## src/rtl/debounce_sync_if.sv

```systemverilog
// Pin-conditioning bundle: raw pin levels in, clean levels, edge pulses and
// the startup-qualified flag out.
interface debounce_sync_if #(
  parameter int WIDTH = 4
);
  logic [WIDTH-1:0] I;
  logic [WIDTH-1:0] O;
  logic [WIDTH-1:0] RISE;
  logic [WIDTH-1:0] FALL;
  logic             VALID;

  // Levels only, no handshake: I is sampled on every CLK edge, and every
  // output is a registered level (RISE/FALL are single-cycle strobes).
  modport master (output I, input O, RISE, FALL, VALID);
  modport slave  (input I, output O, RISE, FALL, VALID);
endinterface

```

## src/rtl/debounce_sync.sv

```systemverilog
// Two-flop synchroniser and per-bit stability-counter debouncer. Edge pulses
// are suppressed until the startup qualification window has elapsed.
module debounce_sync #(
  parameter int WIDTH        = 4,
  parameter int CNT_BITS     = 14,
  parameter int STABLE_COUNT = 12000
) (
  input  logic            CLK,
  input  logic            RESETN,
  debounce_sync_if.slave  bus
);

  localparam int START_BITS = $clog2(STABLE_COUNT + 3);
  localparam logic [CNT_BITS-1:0]   CNT_LAST   = CNT_BITS'(STABLE_COUNT - 1);
  localparam logic [START_BITS-1:0] START_LAST = START_BITS'(STABLE_COUNT + 1);

  logic [WIDTH-1:0]      s1;
  logic [WIDTH-1:0]      s2;
  logic [WIDTH-1:0]      o_q;
  logic [WIDTH-1:0]      o_next;
  logic [WIDTH-1:0]      rise_q;
  logic [WIDTH-1:0]      fall_q;
  logic [CNT_BITS-1:0]   cnt      [WIDTH];
  logic [CNT_BITS-1:0]   cnt_next [WIDTH];
  logic [START_BITS-1:0] start_cnt;
  logic                  valid_q;

  // Only s2 feeds the debounce decision; s1 may be metastable.
  always_comb begin
    o_next   = o_q;
    cnt_next = cnt;
    for (int b = 0; b < WIDTH; b++) begin
      if (s2[b] == o_q[b]) begin
        cnt_next[b] = '0;
      end else if (cnt[b] == CNT_LAST) begin
        o_next[b]   = s2[b];
        cnt_next[b] = '0;
      end else begin
        cnt_next[b] = cnt[b] + 1'b1;
      end
    end
  end

  always_ff @(posedge CLK or negedge RESETN) begin
    if (!RESETN) begin
      s1        <= '0;
      s2        <= '0;
      o_q       <= '0;
      rise_q    <= '0;
      fall_q    <= '0;
      cnt       <= '{default: '0};
      start_cnt <= '0;
      valid_q   <= 1'b0;
    end else begin
      s1     <= bus.I;
      s2     <= s1;
      o_q    <= o_next;
      cnt    <= cnt_next;
      // Old valid_q gates the pulses, so an edge landing on the qualifying cycle stays silent.
      rise_q <= valid_q ? (o_next & ~o_q) : '0;
      fall_q <= valid_q ? (~o_next & o_q) : '0;
      if (!valid_q) begin
        start_cnt <= start_cnt + 1'b1;
        if (start_cnt == START_LAST) begin
          valid_q <= 1'b1;
        end
      end
    end
  end

  assign bus.O     = o_q;
  assign bus.RISE  = rise_q;
  assign bus.FALL  = fall_q;
  assign bus.VALID = valid_q;

endmodule

```

## src/flat_wrapper.sv

```systemverilog
// flat-port wrapper written by rule: the top's interface ports become plain ports
module debounce_sync_flat 
#(
  parameter int WIDTH        = 4,
  parameter int CNT_BITS     = 14,
  parameter int STABLE_COUNT = 12000
)
  (CLK, RESETN, bus_I, bus_O, bus_RISE, bus_FALL, bus_VALID);
  debounce_sync_if #(.WIDTH(WIDTH)) bus_i ();
  input  logic CLK;
  input  logic RESETN;
  input wire logic [$bits(bus_i.I)-1:0] bus_I;
  output wire logic [$bits(bus_i.O)-1:0] bus_O;
  output wire logic [$bits(bus_i.RISE)-1:0] bus_RISE;
  output wire logic [$bits(bus_i.FALL)-1:0] bus_FALL;
  output wire logic [$bits(bus_i.VALID)-1:0] bus_VALID;
  assign bus_i.I = bus_I;
  assign bus_O = bus_i.O;
  assign bus_RISE = bus_i.RISE;
  assign bus_FALL = bus_i.FALL;
  assign bus_VALID = bus_i.VALID;
  debounce_sync #(.WIDTH(WIDTH), .CNT_BITS(CNT_BITS), .STABLE_COUNT(STABLE_COUNT)) u_core (.CLK(CLK), .RESETN(RESETN), .bus(bus_i));
endmodule
```

## config.mk

```make
export PLATFORM = sky130hd
export DESIGN_NAME = debounce_sync_flat
export DESIGN_NICKNAME = d
export VERILOG_FILES = /design/src/rtl/debounce_sync_if.sv /design/src/rtl/debounce_sync.sv /design/src/flat_wrapper.sv
export SDC_FILE = /design/constraint.sdc
export NUM_CORES = 1
export LEC_CHECK = 0
export ABC_AREA = 1
export CAP_MARGIN = 15
export CORE_MARGIN = 3
export CORE_UTILIZATION = 40
export DETAILED_ROUTE_END_ITERATION = 8
export PLACE_DENSITY = 0.54
export SYNTH_ARGS = -nofsm -noshare
export SYNTH_HDL_FRONTEND = slang
export SYNTH_SLANG_ARGS = --single-unit
```

## constraint.sdc

```tcl
create_clock -name CLK -period 1.7 [get_ports CLK]
set_input_delay 0.34 -clock CLK [delete_from_list [all_inputs] [get_ports CLK]]
set_output_delay 0.34 -clock CLK [all_outputs]
set_load 0.02 [all_outputs]
```

[Yosys cells after proc, flatten, opt, wreduce, memory -nomap -nowiden]
Cells that the tools add are included.
Word-level totals
  input port bits: 6
  register bits after elaboration: 91
Cells by class
  mux-type cells: 20
  equal/unequal tests: 9
  bitwise logic cells: 4
  add/subtract/negate cells: 5
Operator list (count)
  $mux W14: 8
  $add A14 B1 Y14 const B: 5
  $eq A14 B14 Y1 const B: 5
  $mux W1: 10
  $and A4 B4 Y4: 2
  $mux W4: 2
  $not A4 Y4: 2
  $eq A1 B1 Y1: 4

[Logic depth before layout (Yosys ltp)]
Gate-level depths: netlist of the first run.
  depth in word-level cells: 6
  gate-level depth with buffers: 8
  gate-level depth less buffers: 8

[Worst setup path before layout of the first run]
No wires, ideal clock.
  kind: reg-to-reg
  start point: register u_core.cnt[28] (netlist bit)
  end point: register u_core.cnt[35] (netlist bit)
  data required time: 1.583 ns
  library setup time: 0.117 ns
  cell stages (with the launch flop): 9
  period minus slack after synthesis: 1.262 ns
  buffers on the path: 0
  arrival: 1.145 ns
  path slack: 0.438 ns
  path through: dfrtp_1 -> ha_1 -> nand2_2 -> inv_1 -> nand2_1 -> nor2_2 -> nand2_4 -> nand2_4 -> nor2_1
RTL lines
  start, declared: RTL line debounce_sync.sv:23  | logic [CNT_BITS-1:0] cnt [WIDTH];
  start signal, assigned: RTL line debounce_sync.sv:58  | cnt <= cnt_next;

[Final worst setup path of the first run]
  start point: register u_core.o_q[3], in the netlist u_core.bus.O[3]
  end point: output bus_O[3]
RTL lines
  start, declared: RTL line debounce_sync.sv:19  | logic [WIDTH-1:0] o_q;
  start signal, assigned: RTL line debounce_sync.sv:57  | o_q <= o_next;
  end, declared: RTL line flat_wrapper.sv:13  | output wire logic [$bits(bus_i.O)-1:0] bus_O;
No word-level cell between the ends.

==> results.cfg, run 1 <==
[worst_hold_path]
hold_depth = 0
hold_class = reg2reg
min_from = u_core.s1[1]
min_to = u_core.s2[1]

[routing]
wl_met2_mm = 3.76
met1_length_mm = 4.44
top_layer = met4
vias_per_cell = 4.74
drc = 0
vias = 3342
drt-total-wl_mm = 8.58
drtIter0Drc = 96
wl_per_cell_um = 12.2
dr.pass1.iters = 4
met3_length_um = 287
drtAntennaViolNets = 0

[synth]
synth_fp_nets = 542
avgSynthCellArea_um2 = 8.52
yosysUniqueCellTypes = 27
yosysSeqAreaShare = 0.506
synth_seq_cells = 91
yosysMostFrequentCell = nor2_1
synth_edf_count = 0
synthTopCellsByArea = dfrtp_1, nor2_1, nand2_1
async_flop_share = 1.00
ys_warn_count = 0
synth_area_leader_cell = dfrtp_1
syn_inst = 528
synth_area_um2 = 4500
synth_common_cells = nor2_1, nand2_1, dfrtp_1, inv_1, nand3_1
synth.top_cell.area_share = 0.506
synth_flop_cell = dfrtp_1

[sta]
min_period_over_period = 0.969
final_hold_viol_count = 0
slew_headroom = 0.697
worst_pin_slew_ps = 454
rsz0062_at_grt = no
fmax_mhz = 607
slew_viol_final = 0
fin_worst_skew_ps = 6.93
post-route-min-period_ps = 1650
setup_violations = 0
finalSetupTns_ps = 0

[global_routing]
gr-total-overflow = 0
antenna_found_initial = 0
grt_pass1_vias = 3299
grt_max_degree = 34
grt_use_total = 0.148
grt_pass1_wl_mm = 15.3

[clocking]
htreeDepth = 3
cts_setup_buffers = 0
tritoncts = yes
worstSkewPairLatency_ps = 340
clkSinkCount = 91
cts_buffer_depth = 2
cts-root-buf = clkbuf_16
cts_buffers = 9
clk_pin_slew_ps = 70

[layout]
utilization = 0.480
drive_above_1_share = 0.101
nFillCells = 1072
register_area_um2 = 2280
area_growth_pct = 16.8
multi_input_area_um2 = 1980
diodes = 0
nets = 574

[critical_path]
critPathArrivalTime_ps = 1310
path_max_fanout = 2
r2r-end = u_core.cnt[19]
r2r_setup_slack_ps = 290
crit_slowest_cell = clkdlybuf4s50_1
crit_path_start_kind = register
end_kind = output port
crit_chain = clkdlybuf4s50_1
required_ps = 1360
path_buf_inv = 1
cp_top_family = buffers and inverters
reg2reg_depth = 8
path_class = reg2out
r2r-start = u_core.cnt[14]
critPathMaxStageDelay_ps = 610

[power_and_ir_drop]
peakVddDrop_uv = 515
powerDensity_nw_per_um2 = 896
p_leak_uw = 0.00240

[outcome]
status = completed

[floorplanning]
core_um2 = 10900
rows = 38
fp.dieArea_um2 = 12600
start_util = 0.411
die_y_um = 112
ios = 19
dieWidth_um = 112

[placed_design]
gp_congestion = 0.849
hpwl_mm = 6.10
io_buffers = 18

[run]
maxCapViolCount = 0
==> worst max-delay path by stage <==
stage | startpoint | endpoint | cells past startpoint
floorplan | u_core.cnt[28] | u_core.cnt[35] | 8
global placement | u_core.bus.VALID | bus_VALID | 1
detailed placement | u_core.cnt[14] | u_core.cnt[14] | 8
CTS | u_core.bus.O[0] | bus_O[0] | 1
global route | u_core.bus.O[3] | bus_O[3] | 1
finish | u_core.bus.O[3] | bus_O[3] | 1
==> power by group <==
| group | leakage (µW) | internal, µW | total (µW) | switching [µW] |
|---|---|---|---|---|
| combinational | 0.00100 | 55.5 | 156 | 100 |
| clock | 0.000173 | 1480 | 2330 | 846 |
| sequential | 0.00123 | 2200 | 2220 | 26.4 |
| total | 0.00240 | 3730 | 4710 | 973 |
==> layer usage <==
layer / track usage / vias to the layer above
li1: - / 1743
met1: 0.214 / 1547
met2: 0.221 / 44
met3: 0.0243 / 8
met4: 0.0625 / 0
met5: 0 / -
==> kinds of logic after synthesis <==
| group | after synthesis | synth area share |
|---|---|---|
| buffers and inverters | 62 | 0.0529 |
| flip-flops | 91 | 0.506 |
| adder cells (fa/ha/maj) | 8 | 0.0223 |
| XOR/XNOR | 29 | 0.0565 |
| AND/OR/NAND/NOR | 312 | 0.329 |
| AO/OA/AOI/OAI | 26 | 0.0337 |
==> cell usage in the layout, fill, tap and decap left out, types with 2 or more instances in the layout <==
master | netlist | layout
nor2_4 | 5 | 5
dfrtp_1 | 91 | 91
buf_4 | 1 | 3
nand3_1 | 52 | 52
xor2_1 | 17 | 17
a31oi_1 | 4 | 4
nor2_2 | 8 | 8
nor3_4 | 3 | 3
nand3_2 | 2 | 2
xnor2_1 | 12 | 12
clkinv_4 | 0 | 2
clkbuf_16 | 0 | 9
dlygate4sd2_1 | 0 | 3
nand3b_1 | 2 | 2
clkdlybuf4s50_1 | 0 | 13
ha_1 | 8 | 8
o21ai_0 | 3 | 3
nand2_4 | 6 | 6
bufinv_16 | 0 | 3
nand2_1 | 95 | 95
buf_12 | 0 | 2
nand4_1 | 13 | 13
inv_1 | 60 | 60
a21oi_1 | 12 | 12
o21bai_1 | 5 | 5
nor3_1 | 11 | 11
nor3_2 | 2 | 2
nor2_1 | 104 | 104
nand2_2 | 8 | 8
==> per-stage QoR <==
step	hold WS (ps)	power, µW	std cells	area (µm²)	setup WS [ps]
after floorplan	44.4	2330	528	4500	438
after global placement	331	2420	688	4890	336
after detailed placement	327	2420	688	4890	305
after CTS	354	4770	705	5250	5.07
after global routing	354	4880	705	5250	0.634
final	350	4710	705	5250	53.2
==> flip-flops by register name (all words and copies together), names as in the netlist <==
signal,count
u_core.bus.O,4
u_core.start_cnt,14
u_core.bus.FALL,4
u_core.bus.RISE,4
u_core.s2,4
u_core.cnt,56
u_core.bus.VALID,1
u_core.s1,4
==> what timing repair did <==
action,4_1_cts,5_1_grt
gates resized for setup,3,1
hold endpoints to repair,30,0
hold buffers,1,0
setup endpoints to repair,3,1
==> cell type report <==
| cell class | count | share of cell area |
|---|---|---|
| clock buffers | 10 | 0.0455 |
| clock inverters | 6 | 0.0214 |
| inverters | 60 | 0.0429 |
| multi-input cells | 375 | 0.377 |
| flip-flops and latches | 91 | 0.433 |
| well taps | 140 | 0.0333 |
| repair buffers | 23 | 0.0460 |
Note: power is estimated with default switching activity, not from simulation.
==> run 2, diff against run 1 <==
--- a/config.mk
+++ b/config.mk
@@ -5,12 +5,11 @@
 export SDC_FILE = /design/constraint.sdc
 export NUM_CORES = 1
 export LEC_CHECK = 0
-export ABC_AREA = 1
+export ABC_AREA = 0
 export CAP_MARGIN = 15
-export CORE_MARGIN = 3
 export CORE_UTILIZATION = 40
 export DETAILED_ROUTE_END_ITERATION = 8
-export PLACE_DENSITY = 0.54
+export PLACE_DENSITY = 0.55
 export SYNTH_ARGS = -nofsm -noshare
 export SYNTH_HDL_FRONTEND = slang
 export SYNTH_SLANG_ARGS = --single-unit
==> run 2 against run 1 <==
Net effect:
- highest routed layer unchanged
- largest power group is now registers
- routed wire length is 12% lower
- synthesized cell count is 27% lower
- via count is 16% lower
==> results.cfg, run 2 <==
[outcome]
status = completed

[clocking]
tritoncts = yes
cts_buffer_depth = 2
clk_pin_slew_ps = 90
worstSkewPairLatency_ps = 360
clkSinkCount = 91
cts-root-buf = clkbuf_8
htreeDepth = 3
cts_buffers = 9

[synth]
async_flop_share = 1.00
synth_flop_cell = dfrtp_1
yosysSeqAreaShare = 0.547
synth_common_cells = dfrtp_1, nor2_1, xnor2_1, nand3_1, nand2_1
synth_seq_cells = 91
synth_area_um2 = 4160
yosysMostFrequentCell = dfrtp_1
synth_edf_count = 0
synthTopCellsByArea = dfrtp_1, xnor2_1, nor2_1
syn_inst = 385
ys_warn_count = 0
synth_fp_nets = 399
synth.top_cell.area_share = 0.547
avgSynthCellArea_um2 = 10.8
synth_area_leader_cell = dfrtp_1
yosysUniqueCellTypes = 37

[critical_path]
crit_path_start_kind = register
critPathArrivalTime_ps = 1930
r2r_setup_slack_ps = 20
path_class = reg2reg
end_kind = register
r2r-end = u_core.cnt[52]
reg2reg_depth = 5
path_max_fanout = 7
r2r-start = u_core.cnt[50]
required_ps = 1950

[global_routing]
grt_pass1_vias = 2750
gr-total-overflow = 0
grt_use_total = 0.149
grt_pass1_wl_mm = 12.9
grt_max_degree = 36
antenna_found_initial = 0

[floorplanning]
die_y_um = 104
ios = 19
dieWidth_um = 104
rows = 36
core_um2 = 9910
fp.dieArea_um2 = 10800
start_util = 0.420

[layout]
nets = 449
stdcell_count = 571
largest_reg_flops = 56
final_common_cell = dfrtp_1
top_regs = u_core.cnt: 56 flops, u_core.start_cnt: 14 flops
regMostFlops = u_core.cnt
area_growth_pct = 21.0
diodes = 0
drive_above_1_share = 0.176
layout_common_cells = dfrtp_1, nor2_1, xnor2_1
multi_input_area_um2 = 1890
utilization = 0.508
nFillCells = 910
register_area_um2 = 2280

[power_and_ir_drop]
p_leak_uw = 0.00218
powerDensity_nw_per_um2 = 757
peakVddDrop_uv = 472

[placed_design]
placedCellCount = 549
gp_congestion = 0.821
io_buffers = 18
hpwl_mm = 5.22
dp_slack_ps = 14.4

[routing]
wl_per_cell_um = 13.2
vias_per_cell = 4.93
drt-total-wl_mm = 7.53
vias = 2816
drtAntennaViolNets = 0
dr.pass1.iters = 4
drtIter0Drc = 55
drc = 0

[run]
maxCapViolCount = 0

[sta]
post-route-min-period_ps = 1680
finalSetupTns_ps = 0
slew_viol_final = 0
fin_ws_ps = 20.9
slew_headroom = 0.679
fmax_mhz = 596
rsz0062_at_grt = yes
final_hold_viol_count = 0
min_period_over_period = 0.988
worst_pin_slew_ps = 480
fin_worst_skew_ps = 10.7
setup_violations = 0

[worst_hold_path]
hold_class = reg2reg
min_from = u_core.s1[1]
min_to = u_core.s2[1]
hold_depth = 0
run 2: cell types whose count changed in the layout (fill, tap and decap cells not counted), moves of 6 or more:
cell       delta
clkbuf_8      +8
nand3_1      -29
nand4_1       +6
buf_4        +23
inv_1        -47
nand2_1      -73
nor2_1       -51
xnor2_1      +32
a21oi_1      -10
clkbuf_16     -8
nor4_1        +8
nand2_2       -7
nand2_4       -6
run 2: how the worst max path moves through the flow:
stage | cells past startpoint | endpoint | from
3_5_place_dp | 4 | u_core.bus.RISE[3] | u_core.cnt[8]
2_1_floorplan | 5 | u_core.cnt[26] | u_core.cnt[19]
4_1_cts | 4 | u_core.bus.RISE[3] | u_core.cnt[8]
6_report | 5 | u_core.cnt[52] | u_core.cnt[50]
5_1_grt | 7 | u_core.cnt[54] | u_core.cnt[43]
3_3_place_gp | 4 | u_core.bus.RISE[3] | u_core.cnt[8]
run 2: worst max-delay path: stages, from the launching register on:
cell       delay, ps
dfrtp_1          410
or4b_4           570
nor4_4           180
or2_4            200
clkbuf_16        170
nor2_2            40
run 2: through the flow:
| step | total power [µW] | hold WS (ps) | instance area (µm²) |
|---|---|---|---|
| after global placement | 2450 | 306 | 4660 |
| after global routing | 4000 | 367 | 5040 |
| final | 3820 | 356 | 5040 |
| after CTS | 3860 | 363 | 4850 |
| after floorplan | 2350 | 44.4 | 4180 |
| after detailed placement | 2450 | 297 | 4660 |
run 2: report_power, final:
group	leakage [µW]	total (µW)	internal, µW	switching (µW)
Sequential	0.00123	2230	2190	31.0
Combinational	0.000863	202	88.5	113
Clock	0.0000844	1390	666	722
Total	0.00218	3820	2950	866
run 2: metal layers:
metal | wire (µm) | share of wire | GRT usage
met1 | 3770 | 0.50 | 0.202
met2 | 3440 | 0.46 | 0.225
met3 | 211 | 0.028 | 0.0414
met4 | 114 | 0.015 | 0.0571
met5 | 0 | 0 | 0
run 2: logic make-up after synthesis:
kind of cell / synth area share
muxes: 0.0132
DFF: 0.547
xor gates and xnor gates: 0.133
AOI/OAI and AO/OA: 0.00781
buffers and inverters: 0.0313
and+or+nand+nor: 0.244
adders and majority gates: 0.0240
run 2: cell type report:
| type | count | area share |
|---|---|---|
| Clock buffer | 10 | 0.0253 |
| Clock inverter | 4 | 0.0107 |
| Inverter | 13 | 0.00969 |
| Multi-Input combinational cell | 271 | 0.376 |
| Sequential cell | 91 | 0.452 |
| Tap cell | 133 | 0.0330 |
| Timing Repair Buffer | 49 | 0.0934 |
run 2: repair_timing:
action / 4_1_cts / 5_1_grt
gates cloned: 0 / 2
setup buffers: 0 / 5
resized for setup: 6 / 24
endpoints found under the setup margin: 6 / 50
hold buffers: 1 / 0
pin swaps: 0 / 9
hold endpoints to repair: 26 / 0
==> run 3, diff against run 2 <==
--- a/config.mk
+++ b/config.mk
@@ -6,10 +6,9 @@
 export NUM_CORES = 1
 export LEC_CHECK = 0
 export ABC_AREA = 0
-export CAP_MARGIN = 15
+export CAP_MARGIN = 20
 export CORE_UTILIZATION = 40
 export DETAILED_ROUTE_END_ITERATION = 8
-export PLACE_DENSITY = 0.55
 export SYNTH_ARGS = -nofsm -noshare
 export SYNTH_HDL_FRONTEND = slang
 export SYNTH_SLANG_ARGS = --single-unit
==> run 3 against run 2 <==
Net effect:
- clock skew down 1.2 ps
- utilization fell by 0.52 points
- global-route usage up 0.39 points
- largest power group unchanged
- highest routed layer unchanged
==> results.cfg, run 3 (synthesized netlist as in run 2, its figures left out) <==
[routing]
vias = 2786
drtIter0Drc = 129
drc = 0
drt-total-wl_mm = 7.35
drtAntennaViolNets = 0
vias_per_cell = 4.90
wl_per_cell_um = 12.9
dr.pass1.iters = 4

[floorplanning]
fp.dieArea_um2 = 10800
rows = 36
ios = 19
dieWidth_um = 104
start_util = 0.420
die_y_um = 104
core_um2 = 9910

[critical_path]
path_buf_inv = 1
worstSetupStartpoint = u_core.bus.FALL[3]
r2r-end = u_core.cnt[45]
r2r_setup_slack_ps = 80
crit_slowest_cell = clkdlybuf4s50_1
cp-endpoint = bus_FALL[3]
path_max_fanout = 1
required_ps = 1360
reg2reg_depth = 5
critPathArrivalTime_ps = 1300
end_kind = output port
path_class = reg2out
cp_top_family = buffers and inverters
crit_chain = clkdlybuf4s50_1
crit_path_start_kind = register
cp.depth = 1
r2r-start = u_core.cnt[47]
critPathMaxStageDelay_ps = 620

[sta]
slew_viol_final = 0
rsz0062_at_grt = yes
finalSetupTns_ps = 0
post-route-min-period_ps = 1640
fmax_mhz = 608
setup_violations = 0
worst_pin_slew_ps = 473
slew_headroom = 0.685
fin_worst_skew_ps = 9.42
final_hold_viol_count = 0
min_period_over_period = 0.967

[clocking]
htreeDepth = 3
worstSkewPairLatency_ps = 360
cts_buffers = 9
cts-root-buf = clkbuf_8
clkSinkCount = 91
cts_setup_buffers = 0
tritoncts = yes
clk_pin_slew_ps = 90
cts_buffer_depth = 2

[power_and_ir_drop]
p_leak_uw = 0.00214
powerDensity_nw_per_um2 = 801
peakVddDrop_uv = 434

[layout]
stdcell_count = 569
diodes = 0
nFillCells = 882
utilization = 0.503
register_area_um2 = 2280
finalInstanceArea_um2 = 4990
final_common_cell = dfrtp_1
regMostFlops = u_core.cnt
area_growth_pct = 19.8
multi_input_area_um2 = 1840
drive_above_1_share = 0.172
top_regs = u_core.cnt: 56 flops, u_core.start_cnt: 14 flops
nets = 445
layout_common_cells = dfrtp_1, nor2_1, xnor2_1
largest_reg_flops = 56

[placed_design]
gp_congestion = 0.780
hpwl_mm = 5.23
placedCellCount = 552
io_buffers = 18
placed_area_um2 = 4690

[global_routing]
grt_pass1_vias = 2858
gr-total-overflow = 0
grt_pass1_wl_mm = 13.1
grt_use_total = 0.152
grt_max_degree = 36
antenna_found_initial = 0

[outcome]
status = completed

[run]
maxCapViolCount = 0

[worst_hold_path]
hold_class = reg2reg
-- run 3: how the worst min path moves through the flow --
stage                      start            endpoint  slack (ps)  cells after the start
floorplan                 RESETN  u_core.bus.FALL[0]          40                      0
global placement          RESETN      u_core.cnt[37]         330                      1
detailed placement        RESETN      u_core.cnt[38]         340                      1
CTS                 u_core.s1[1]        u_core.s2[1]         360                      0
global route        u_core.s1[1]        u_core.s2[1]         360                      0
finish              u_core.s1[1]        u_core.s2[1]         350                      0
-- run 3: routing by layer --
metal | part of all wire | vias up | track usage
met3 | 0.031 | 10 | 0.0395
li1 | - | 1400 | -
met4 | 0.018 | 0 | 0.0633
met1 | 0.49 | 1339 | 0.200
met5 | 0 | - | 0
met2 | 0.46 | 37 | 0.240
-- run 3: area by class of cell --
cell class,count,area share
clock inverter,6,0.0181
inverter,13,0.00979
sequential,91,0.457
clock buffer,10,0.0256
timing repair buffer,46,0.0876
tap,133,0.0334
multi-input combinational,270,0.369
-- run 3: metrics by stage --
| stage | hold slack [ps] | worst slack, ps | power [µW] |
|---|---|---|---|
| 2_1_floorplan | 44.4 | 39.5 | 2350 |
| 3_3_place_gp | 329 | 57.9 | 2450 |
| 3_5_place_dp | 336 | 30.5 | 2460 |
| 4_1_cts | 356 | 6.86 | 4070 |
| 5_1_grt | 364 | -4.59 | 4180 |
| 6_report | 354 | 56.0 | 3990 |
-- run 3: repair_timing --
action	CTS	global route
hold buffers	1	0
endpoints found under the hold margin	31	0
pin swaps	0	2
gates resized for setup	6	14
endpoints found under the setup margin	5	48
-- run 3: report_power, final --
group	switching (µW)	internal, µW
Clock	755	827
Sequential	29.5	2190
Combinational	108	80.4
-- run 3: worst register-to-register path, delay by kind of cell (launching register included) --
| kind | cells | cell delay, ps |
|---|---|---|
| buffers and inverters | 1 | 160 |
| flip-flops | 1 | 390 |
| AND/OR/NAND/NOR | 4 | 980 |
==> edit 1, RTL diff (config.mk and constraints of run 3) <==
`CNT_BITS` is set to 14 in 2 places; all go to 12.
--- a/src/rtl/debounce_sync.sv
+++ b/src/rtl/debounce_sync.sv
@@ -4,3 +4,3 @@
   parameter int WIDTH        = 4,
-  parameter int CNT_BITS     = 14,
+  parameter int CNT_BITS     = 12,
   parameter int STABLE_COUNT = 12000
--- a/src/flat_wrapper.sv
+++ b/src/flat_wrapper.sv
@@ -4,3 +4,3 @@
   parameter int WIDTH        = 4,
-  parameter int CNT_BITS     = 14,
+  parameter int CNT_BITS     = 12,
   parameter int STABLE_COUNT = 12000
Check against the original RTL: same outputs for any inputs over 10 cycles, from zero or initial values and one cycle with RESETN low; that may be too few to reach the edited logic, so the function may still have changed.
==> edit 1 against run 3 <==
  * The flow now finishes with violations (DRC)
  * Sequential cell count fell by 8
  * Worst setup slack improved by 29 ps
  * Design area decreased by 13%
  * Area after synthesis down 12%
  * Die area down 12%
  * Total power fell by 2.6%
  * Routed wire length is 18% lower
  * Final cell count is 16% lower
  * Utilization fell by 0.88 points
  * Largest power group unchanged
==> edit 1: results <==
<?xml version="1.0" encoding="UTF-8"?>
<metrics>
  <group name="pwr">
    <metric name="power-per-cell-area" unit="nW/µm²">894</metric>
    <metric name="peakVddDrop" unit="mV">0.459</metric>
  </group>
  <group name="logic_synthesis">
    <metric name="synth.yosys.seq_area_share" unit="">0.568</metric>
    <metric name="mappedNetlistNets" unit="">337</metric>
    <metric name="synth.top_cells.by_area" unit="">sky130_fd_sc_hd__dfrtp_1, sky130_fd_sc_hd__xnor2_1, sky130_fd_sc_hd__xor2_1</metric>
  </group>
  <group name="cells_and_area">
    <metric name="n_all_inverters" unit="">9</metric>
    <metric name="final_net_count" unit="">378</metric>
    <metric name="layout.nonclk_buf_frac" unit="">0.0813</metric>
    <metric name="non_clock_buffer_count" unit="">38</metric>
    <metric name="reg_top3" unit="">u_core.cnt x48, u_core.start_cnt x14</metric>
    <metric name="sh_seq_area" unit="">0.477</metric>
    <metric name="final.fill_count" unit="">804</metric>
    <metric name="layout.clock.cell_area_share" unit="">0.0575</metric>
  </group>
  <group name="route">
    <metric name="routed_metal_1_wirelength" unit="µm">3020</metric>
    <metric name="dr_wl_met2" unit="µm">2730</metric>
    <metric name="drc" unit="">5</metric>
    <metric name="drtIter0Drc" unit="">62</metric>
  </group>
  <group name="hold_path">
    <metric name="min-delay-start" unit="">u_core.s1[3]</metric>
  </group>
  <group name="status">
    <metric name="status" unit="">finished, violations left</metric>
    <metric name="violated_checks" unit="">DRC</metric>
  </group>
  <group name="placement">
    <metric name="placedInstanceArea" unit="µm²">4070</metric>
    <metric name="dp.cells" unit="">461</metric>
    <metric name="hpwl" unit="µm">4200</metric>
    <metric name="last_weighted_congestion_value_of_the_routability_driven_placer" unit="">0.798</metric>
  </group>
  <group name="global_route">
    <metric name="grt_pass1_vias" unit="">2404</metric>
    <metric name="grt_first_pass_wirelength" unit="µm">11000</metric>
  </group>
  <group name="timing">
    <metric name="worst_slew_margin" unit="">0.757</metric>
    <metric name="max_freq" unit="MHz">619</metric>
  </group>
  <group name="setup_path">
    <metric name="worst_r2r_path_depth" unit="">3</metric>
    <metric name="timing.critical_path.slowest_cell_delay" unit="ps">600</metric>
    <metric name="data_arrival_time_at_the_worst_slack_endpoint" unit="ps">1280</metric>
  </group>
</metrics>
-- edit 1: cell count changes after synthesis, sizes merged, moves of 5 or more --
cell	delta
xnor2	-11
dfrtp	-8
nor2	-8
nor4	-8
nand3	-6
nor3	-6
nand2	-5
xor2	+5
-- edit 1: where the power goes --
part	switching [W]	internal (W)	leakage, nW	total, W
Combinational	0.0000809	0.0000606	0.725	0.000141
Clock	0.000702	0.00101	0.115	0.00172
Sequential	0.0000294	0.00200	1.12	0.00203
Total	0.000812	0.00308	1.96	0.00389
-- edit 1: cells by family (layout without fill, tap and decap cells) --
kind of cell / after synthesis / after routing / share of synthesized area
AND/OR/NAND/NOR: 156 / 156 / 0.233
flip-flops: 83 / 83 / 0.568
XOR/XNOR: 57 / 57 / 0.137
buffers and inverters: 17 / 63 / 0.0243
adder cells (fa/ha/maj): 6 / 6 / 0.0205
multiplexers: 5 / 5 / 0.0151
AO/OA/AOI/OAI: 1 / 1 / 0.00274
-- edit 1: worst min-delay path by stage --
stage / end / slack (ps) / depth (start not counted)
after floorplan: u_core.bus.FALL[0] / 40 / 0
after CTS: u_core.s2[3] / 360 / 0
final: u_core.s2[3] / 360 / 0
after global placement: u_core.cnt[31] / 260 / 1
after global routing: u_core.s2[3] / 370 / 0
after detailed placement: u_core.cnt[31] / 260 / 1
-- edit 1: routing by layer --
| layer | GRT usage | vias to the layer above |
|---|---|---|
| met5 | 0 | - |
| met4 | 0.0361 | 0 |
| met3 | 0.0525 | 5 |
| met2 | 0.231 | 44 |
| met1 | 0.185 | 1118 |
| li1 | - | 1181 |
-- edit 1: repair_timing --
action | 4_1_cts | 5_1_grt
resized for setup | 5 | 6
setup endpoints to repair | 5 | 28
endpoints found under the hold margin | 20 | 0
setup buffers | 0 | 1
pin swaps | 0 | 2
hold buffers | 1 | 0
==> edit 2, RTL diff (settings of run 3) <==
Without the edit above. `o_q` no longer has a reset.
--- a/src/rtl/debounce_sync.sv
+++ b/src/rtl/debounce_sync.sv
@@ -47,3 +47,2 @@
       s2        <= '0;
-      o_q       <= '0;
       rise_q    <= '0;
@@ -56,3 +55,2 @@
       s2     <= s1;
-      o_q    <= o_next;
       cnt    <= cnt_next;
@@ -70,2 +68,6 @@
 
+  always_ff @(posedge CLK) begin
+    o_q <= o_next;
+  end
+
   assign bus.O     = o_q;
Formal check against the unedited RTL: same outputs for any inputs over 10 cycles, from zero or initial values and one cycle with RESETN low; that may be too few to reach the edited logic, so the function may still have changed.
==> edit 2 against run 3 <==
  * Total power is 1.2% higher
  * Design area increased by 1.4%
  * Sequential cell count did not move
  * Sequential share of layout area decreased by 1.0 points
  * Worst setup slack got worse by 14 ps
  * Routed wire length is 0.41% higher
  * Clock power up 3%
  * Area after synthesis decreased by 0.48%
  * Die area decreased by 0.47%
  * Utilization grew 0.69 points
  * Critical path type is now flop to flop
==> edit 2: results <==
<?xml version="1.0" encoding="UTF-8"?>
<metrics>
  <group name="logic_synthesis">
    <metric name="yosys-top-cells-count" unit="">sky130_fd_sc_hd__dfrtp_1, sky130_fd_sc_hd__nor2_1, sky130_fd_sc_hd__xnor2_1</metric>
    <metric name="synth-compound-area-share" unit="">0.00785</metric>
    <metric name="synth.yosys.seq_area_share" unit="">0.545</metric>
    <metric name="proportion_of_synthesized_area_in_mux_cells" unit="">0.0133</metric>
    <metric name="synth_fa_ha_area_frac" unit="">0.0242</metric>
    <metric name="synth_cell_type_count" unit="">38</metric>
    <metric name="synth_xor_xnor_area_share" unit="">0.133</metric>
    <metric name="synthArstFlopShare" unit="">0.956</metric>
    <metric name="synth.top_cells.by_area" unit="">sky130_fd_sc_hd__dfrtp_1, sky130_fd_sc_hd__xnor2_1, sky130_fd_sc_hd__nor2_1</metric>
  </group>
  <group name="pwr">
    <metric name="peakVddDrop" unit="mV">0.496</metric>
    <metric name="power.static_leakage" unit="nW">2.14</metric>
  </group>
  <group name="setup_path">
    <metric name="critical_path.slowest_cell" unit="">sky130_fd_sc_hd__or4b_4</metric>
    <metric name="timing.critical_path.slowest_cell_delay" unit="ps">570</metric>
    <metric name="path_max_fanout" unit="">7</metric>
    <metric name="data_arrival_time_at_the_worst_slack_endpoint" unit="ps">1900</metric>
    <metric name="cp_top_family" unit="">simple AND/OR/NAND/NOR gates</metric>
  </group>
  <group name="route">
    <metric name="routed_length_per_instance" unit="µm">12.9</metric>
    <metric name="vias_per_cell" unit="">4.87</metric>
    <metric name="drt_pre_antenna_iters" unit="">4</metric>
    <metric name="drtIter0Drc" unit="">73</metric>
  </group>
  <group name="global_route">
    <metric name="grtUsageTotal" unit="">0.147</metric>
    <metric name="grt_max_degree" unit="">37</metric>
    <metric name="grt_first_pass_wirelength" unit="µm">12800</metric>
    <metric name="grt_pass1_vias" unit="">2828</metric>
  </group>
  <group name="placement">
    <metric name="dp.cells" unit="">547</metric>
    <metric name="last_weighted_congestion_value_of_the_routability_driven_placer" unit="">0.814</metric>
    <metric name="hpwl" unit="µm">4760</metric>
    <metric name="io_buffer_count" unit="">18</metric>
  </group>
  <group name="status">
    <metric name="status" unit="">finished clean</metric>
  </group>
  <group name="timing">
    <metric name="worstMarginPinSlew" unit="ps">503</metric>
    <metric name="clock-skew-final" unit="ps">12.3</metric>
  </group>
  <group name="cts">
    <metric name="clock_tree.htree_level_count" unit="">3</metric>
    <metric name="cts.reportedPaths.clkPinSlew" unit="ps">90</metric>
  </group>
  <group name="cells_and_area">
    <metric name="layout-drive-gt1-share" unit="">0.181</metric>
    <metric name="final.fill_count" unit="">916</metric>
    <metric name="final_net_count" unit="">450</metric>
    <metric name="post_layout_nonfiller_instances" unit="">574</metric>
  </group>
</metrics>
[edit 2: changes by cell type in the layout (fill, tap and decap cells not counted), sizes merged]
cell	run 3	this run
buf	28	31
clkinvlp	4	0
clkbuf	10	15
dfrtp	91	87
nand2b	2	3
dfxtp	0	4
dlymetal6s2s	1	0
dlygate4sd2	5	6
[edit 2: repair_timing]
| action | in CTS | in global routing |
|---|---|---|
| buffers inserted | 0 | 8 |
| cloned | 0 | 2 |
| endpoints found under the hold margin | 23 | 0 |
| hold buffers | 1 | 0 |
| resized for setup | 7 | 20 |
| pin swaps | 0 | 6 |
| endpoints found under the setup margin | 7 | 52 |
[edit 2: path summary, 6_finish.rpt]
kind	from	end	slack, ps	cells after the start
min in group asynchronous	RESETN	u_core.s1[0]	430	2
max in group asynchronous	RESETN	u_core.cnt[39]	730	3
setup / recovery	u_core.cnt[50]	u_core.cnt[53]	40	5
setup reg to reg	u_core.cnt[50]	u_core.cnt[53]	40	5
hold / removal	u_core.s1[1]	u_core.s2[1]	350	0
hold reg to reg	u_core.s1[1]	u_core.s2[1]	350	0
[edit 2: cells by family (layout without fill, tap and decap cells)]
family                     Yosys count  count (layout)
AOI/OAI and AO/OA                    5               5
xor gates and xnor gates            63              63
adders and majority gates            8               8
buffers and inverters               24              79
DFF                                 91              91
muxes                                5               5
and+or+nand+nor                    189             190
[edit 2: per-stage QoR]
stage          worst slack, ps  instance area, µm²  utilization  hold WS, ps  total power, W
6_report                  42.5                5050        0.510          345         0.00404
5_1_grt                  -39.6                5050        0.510          355         0.00422
3_3_place_gp              56.4                4630        0.468          276         0.00244
3_5_place_dp              15.4                4630        0.468          285         0.00244
2_1_floorplan             39.4                4160            -         44.4         0.00234
4_1_cts                   10.2                4870        0.491          355         0.00409
[edit 2: layer usage]
metal	wire, µm	vias to the layer above	track usage
li1	-	1406	-
met1	3560	1330	0.188
met2	3430	50	0.239
met3	290	9	0.0422
met4	102	0	0.0531
met5	0	-	0
[edit 2: worst reg2reg max path: stages, from the launching register on]
cell and delay [ps]:
sky130_fd_sc_hd__dfrtp_1 400, sky130_fd_sc_hd__or4b_4 570, sky130_fd_sc_hd__nor4_4 190, sky130_fd_sc_hd__or2_4 200
sky130_fd_sc_hd__clkbuf_16 160, sky130_fd_sc_hd__nor2_2 40
[edit 2: final cells by class]
class | count | share of cell area
clock buffers | 14 | 0.0322
clock inverters | 2 | 0.0119
inverters | 13 | 0.00965
multi-input cells | 271 | 0.372
flip-flops and latches | 91 | 0.447
well taps | 133 | 0.0329
repair buffers | 50 | 0.0950
[edit 2: where the power goes]
| part | internal (W) | switching (W) |
|---|---|---|
| Clock | 0.000912 | 0.000708 |
| Combinational | 0.0000893 | 0.000111 |
| Sequential | 0.00219 | 0.0000305 |
